===== src/rtl/median_frame_ctrl.sv =====
// Frame controller behind the 3x3 median filter. It tracks pixel and line position,
// latches the config at frame start, selects the output pixel and flags frame geometry errors.
module median_frame_ctrl #(
  parameter int IMG_W = 640,
  parameter int IMG_H = 480,
  parameter int CNT_W = 12
) (
  input  logic        clk,
  input  logic        rst,
  input  logic        cfg_en,
  input  logic [1:0]  cfg_border,
  input  logic        err_clr,
  input  logic        in_vsync,
  input  logic        in_href,
  input  logic        in_de,
  input  logic [7:0]  in_gray,
  input  logic [7:0]  in_raw,
  output logic        out_vsync,
  output logic        out_href,
  output logic        out_de,
  output logic [7:0]  out_gray,
  output logic        frame_active,
  output logic [15:0] frame_cnt,
  output logic        err_line_len,
  output logic        err_line_cnt
);

  typedef enum logic {IDLE, FRAME} state_t;

  localparam logic [CNT_W-1:0] W_FULL = CNT_W'(IMG_W);
  localparam logic [CNT_W-1:0] H_FULL = CNT_W'(IMG_H);
  localparam logic [CNT_W-1:0] X_LAST = CNT_W'(IMG_W - 1);
  localparam logic [CNT_W-1:0] Y_LAST = CNT_W'(IMG_H - 1);

  state_t           state, state_nxt;
  logic             vsync_d, href_d, de_d;
  logic [7:0]       gray_q, pix_sel;
  logic [CNT_W-1:0] x_cnt, y_cnt, x_nxt, y_nxt;
  logic             sh_en, sh_en_nxt;
  logic [1:0]       sh_border, sh_border_nxt;
  logic [15:0]      fc_q, fc_nxt;
  logic             err_len_q, err_cnt_q;
  logic             err_len_set, err_cnt_set;
  logic             vs_rise, hr_fall, border;

  assign vs_rise = in_vsync & ~vsync_d;
  assign hr_fall = ~in_href & href_d;

  function automatic logic [CNT_W-1:0] sat_inc(input logic [CNT_W-1:0] v);
    return (v == '1) ? v : v + CNT_W'(1);
  endfunction

  // NOTE: blocking assignments in combinational logic let the line check see the
  // count that already includes this cycle's pixel, and the frame check see the bumped line count.
  always_comb begin
    state_nxt     = state;
    x_nxt         = x_cnt;
    y_nxt         = y_cnt;
    sh_en_nxt     = sh_en;
    sh_border_nxt = sh_border;
    fc_nxt        = fc_q;
    err_len_set   = 1'b0;
    err_cnt_set   = 1'b0;
    case (state)
      IDLE: begin
        if (vs_rise) begin
          sh_en_nxt     = cfg_en;
          sh_border_nxt = cfg_border;
          x_nxt         = '0;
          y_nxt         = '0;
          state_nxt     = FRAME;
        end
      end
      FRAME: begin
        if (in_de) x_nxt = sat_inc(x_nxt);
        if (hr_fall) begin
          if (x_nxt != W_FULL) err_len_set = 1'b1;
          x_nxt = '0;
          y_nxt = sat_inc(y_nxt);
        end
        if (vs_rise) begin
          if (y_nxt != H_FULL) err_cnt_set = 1'b1;
          fc_nxt        = fc_q + 16'd1;
          sh_en_nxt     = cfg_en;
          sh_border_nxt = cfg_border;
          x_nxt         = '0;
          y_nxt         = '0;
        end
      end
      default: state_nxt = IDLE;
    endcase
  end

  // Border test uses the position of the current pixel, before it is counted.
  assign border = in_de && (x_cnt == '0 || x_cnt == X_LAST ||
                            y_cnt == '0 || y_cnt == Y_LAST);

  always_comb begin
    pix_sel = in_gray;
    if (!in_de) begin
      pix_sel = 8'd0;
    end else if (state == IDLE || !sh_en) begin
      pix_sel = in_raw;
    end else if (border) begin
      case (sh_border)
        2'd1:    pix_sel = 8'd0;
        2'd2:    pix_sel = in_gray;
        default: pix_sel = in_raw;
      endcase
    end
  end

  // NOTE: reset is synchronous; it is sampled only on the clock edge like any other input.
  always_ff @(posedge clk) begin
    if (rst) begin
      state     <= IDLE;
      vsync_d   <= 1'b0;
      href_d    <= 1'b0;
      de_d      <= 1'b0;
      gray_q    <= 8'd0;
      x_cnt     <= '0;
      y_cnt     <= '0;
      sh_en     <= 1'b0;
      sh_border <= 2'd0;
      fc_q      <= 16'd0;
      err_len_q <= 1'b0;
      err_cnt_q <= 1'b0;
    end else begin
      state     <= state_nxt;
      vsync_d   <= in_vsync;
      href_d    <= in_href;
      de_d      <= in_de;
      gray_q    <= pix_sel;
      x_cnt     <= x_nxt;
      y_cnt     <= y_nxt;
      sh_en     <= sh_en_nxt;
      sh_border <= sh_border_nxt;
      fc_q      <= fc_nxt;
      // A new error in the same cycle as a clear must survive.
      err_len_q <= err_len_set | (err_len_q & ~err_clr);
      err_cnt_q <= err_cnt_set | (err_cnt_q & ~err_clr);
    end
  end

  assign out_vsync    = vsync_d;
  assign out_href     = href_d;
  assign out_de       = de_d;
  assign out_gray     = gray_q;
  assign frame_active = (state == FRAME);
  assign frame_cnt    = fc_q;
  assign err_line_len = err_len_q;
  assign err_line_cnt = err_cnt_q;

endmodule


===== config.mk =====
export PLATFORM = sky130hd
export DESIGN_NAME = median_frame_ctrl
export DESIGN_NICKNAME = d
export VERILOG_FILES = /design/src/rtl/median_frame_ctrl.sv
export SDC_FILE = /design/constraint.sdc
export NUM_CORES = 1
export LEC_CHECK = 0
export CORE_ASPECT_RATIO = 1.75
export CORE_MARGIN = 2
export CORE_UTILIZATION = 55
export CTS_BUF_LIST = sky130_fd_sc_hd__clkbuf_8 sky130_fd_sc_hd__clkbuf_16
export DETAILED_ROUTE_END_ITERATION = 12
export PLACE_DENSITY = 0.83
export SETUP_SLACK_MARGIN = 0.1
export SLEW_MARGIN = 0
export SYNTH_ARGS = -nofsm -noshare
export SYNTH_HDL_FRONTEND = slang
export SYNTH_SLANG_ARGS = --single-unit
export TNS_END_PERCENT = 30

===== constraint.sdc =====
create_clock -name clk -period 3.3 [get_ports clk]
set_input_delay 0.66 -clock clk [delete_from_list [all_inputs] [get_ports clk]]
set_output_delay 0.66 -clock clk [all_outputs]
set_load 0.03 [all_outputs]

==> metrics.cfg <==
[timing]
fin_tns_setup_ns=0
setup_viol=0
drv_slew=0
hold_ws_ns=0.4677
max_freq_ghz=0.4454
relSlewSlack=0.6128
skew_ns=0.007413
rsz0062_at_grt=false
period_needed_ns=2.245
worst_pin_slew_ns=0.5755
fin_crit_sh=0.6804
hold_viol=0

[run]
max_cap_viol_count=0

[yosys]
synth_seq_cells=57
synth_area_mm2=0.003390
synth_top_family_by_area=simple AND/OR/NAND/NOR gates
syn_avg_cell_area_um2=8.349
synth_enable_flop_cells=0
postSynthCellCount=406
synthSimpleGateAreaFrac=0.3068
synth.distinct_cells=68
synth_ff_type=dfxtp_1
synthesis.nets=437
synthMuxAreaShare=0.01846
synth_fa_ha_area_frac=0.02215
yosysWarnings=0
synth_compound_area_frac=0.1990
synthXorXnorAreaFrac=0.04651
synthArstFlopShare=0
yosysSeqAreaShare=0.3367

[route]
ant_nets=0
vias=3151
dr.first_iter.drc_count=191
post_drt_via_cell_ratio=5.912
drc=0
drt_first_pass_iters=6
wl_per_cell_um=16.15
totalWireLength_mm=8.607

[global_routing]
grt_usage=0.2665
grt.overflow.total=0
busiest_layer=met2
antenna_found_initial=0
use_met3=0.06695
grt_first_pass_wirelength_mm=14.17
grt_max_degree=38
grt_pass1_vias=3095
grt_use_met2=0.4925
use_met1=0.2657

[power_and_ir_drop]
powerDensity_mw_per_mm2=377.5
switching_share=0.2582
vdd_drop_max_uv=303.9
power.share.clock=0.420
power.share.sequential=0.461
p_sw_uw=400.0
leakagePower_uw=0.001548
intPower_uw=1150
comb_power_share=0.120

[critical_path]
setup.worst_path.start=in_href
crit_path_end=x_cnt[2]$_SDFFE_PP0P_
critPathCaptureType=flip-flop
cp.required_ns=3.56
r2r_start=y_cnt[1]$_SDFFE_PP0P_
cp.arrival_ns=2.51
critPathKind=in -> reg
regToRegEndpoint=err_line_cnt$_SDFF_PP0_
path_max_fanout=14
rr_worst_depth=6
reg2reg_slack_ns=1.20
startpoint_type=input pin

[clocking]
cts_tree=done
h-tree-depth=3
ctsRootBufferMaster=clkbuf_8
cts_hold_buf=0
post-cts-setup-buffers=0
cts_buffers=9
clkTransAtPathRegs_ns=0.06
clock_sinks=57
clock_latency_ns=0.35
cts_buffer_depth=2
cts_resized=0

[min_path]
hold_class=reg -> reg
min_from=sh_border[0]$_SDFFE_PP0P_

[floorplan]
start_util=0.5720
die_h_um=107.9
die_w_um=63.34
num_rows=37
io_pins=55
die_area_mm2=0.006831
core_mm2=0.005926

[final_layout]
multiInputGateArea_mm2=0.002009
final_area_mm2=0.004105
layout_commonest_cell=dfxtp_1
diodes=0
layout-drive-gt1-share=0.1011
seqCellArea_mm2=0.001141
fillers=492
fin_nets=481
layout_common_cells=dfxtp_1 (57), clkdlybuf4s50_1 (54), nor2_1 (40), nand2_1 (30), inv_1 (29)
fin_util=0.6928
area_growth_pct=21.11

[outcome]
status=complete, no violations

[placed_design]
place_area_mm2=0.003909
numPortBuffers=54
dp_hpwl_mm=6.469
gp_congestion=0.9327

==> state kept, by name, summed over array words and instances (netlist names) <==
| name | flops |
|---|---|
| y_cnt | 12 |
| out_de | 1 |
| out_gray | 8 |
| sh_border | 2 |
| sh_en | 1 |
| err_line_cnt | 1 |
| err_line_len | 1 |
| x_cnt | 12 |
| out_href | 1 |
| frame_cnt | 16 |
| out_vsync | 1 |
| frame_active | 1 |
==> worst max-delay path, cell delays in order <==
cell             delay, ns
clkdlybuf4s50_1       0.51
nand2b_1              0.26
and3_1                0.50
and2_1                0.25
a21oi_1               0.08
a311oi_1              0.24
==> metrics by stage <==
| stage | setup WS [ns] | std cells | total power [µW] |
|---|---|---|---|
| 2_1_floorplan | 1.330 | 406 | 835.8 |
| 3_5_place_dp | 0.7313 | 517 | 914.0 |
| 3_3_place_gp | 0.8040 | 517 | 909.8 |
| 6_report | 1.055 | 533 | 1550 |
| 4_1_cts | 1.082 | 533 | 1561 |
| 5_1_grt | 0.9413 | 533 | 1609 |
==> power groups by stage <==
stage	registers, µW	clock network (µW)	logic [µW]
floorplan	754	0	81.9
detailed placement	729	0	185
global placement	729	0	181
CTS	714	662	185
finish	714	650	185
global route	715	696	198
==> synthesized netlist by cell type, types with 6 or more instances <==
| cell | number | area, µm² |
|---|---|---|
| and3_1 | 10 | 62.56 |
| nand2b_1 | 7 | 43.79 |
| nand3_1 | 22 | 110.1 |
| nand4_1 | 9 | 56.30 |
| and4_1 | 6 | 52.55 |
| o22ai_2 | 8 | 100.1 |
| clkbuf_1 | 10 | 37.54 |
| nor2_1 | 40 | 150.1 |
| and2_1 | 6 | 37.54 |
| a21oi_1 | 24 | 120.1 |
| nor2b_1 | 7 | 43.79 |
| nand2_1 | 30 | 112.6 |
| ha_1 | 6 | 75.07 |
| o21ai_0 | 14 | 70.07 |
| inv_1 | 28 | 105.1 |
| nor3_1 | 12 | 60.06 |
| xor2_1 | 10 | 87.58 |
| dfxtp_1 | 57 | 1141 |
| xnor2_1 | 8 | 70.07 |
==> worst min-delay path by stage <==
stage | to | cells after the start
after CTS | sh_border[0]$_SDFFE_PP0P_ | 2
after floorplan | sh_border[0]$_SDFFE_PP0P_ | 2
after global placement | sh_border[0]$_SDFFE_PP0P_ | 2
final | sh_border[0]$_SDFFE_PP0P_ | 2
after global routing | sh_border[0]$_SDFFE_PP0P_ | 2
after detailed placement | sh_border[0]$_SDFFE_PP0P_ | 2
==> layer usage <==
| layer | wire length [µm] | vias to the layer above |
|---|---|---|
| met4 | 283 | 0 |
| met1 | 3120 | 1492 |
| met2 | 4903 | 89 |
| met5 | 0 | - |
| li1 | - | 1546 |
| met3 | 299 | 24 |
==> layout make-up <==
type,instances,share of cell area
inverters,28,0.02560
repair buffers,56,0.1353
well taps,78,0.02377
clock buffers,10,0.03353
clock inverters,6,0.01432
multi-input cells,298,0.4895
flip-flops and latches,57,0.2780
==> cells by family (layout without fill, tap and decap cells) <==
family / after synthesis / in the layout
simple gates: 179 / 179
compound gates: 89 / 89
flops: 57 / 57
buf+inv: 51 / 100
xor+xnor: 18 / 18
fa+ha+maj: 6 / 6
mux: 6 / 6
No activity file was read; power rests on OpenSTA's default activity.
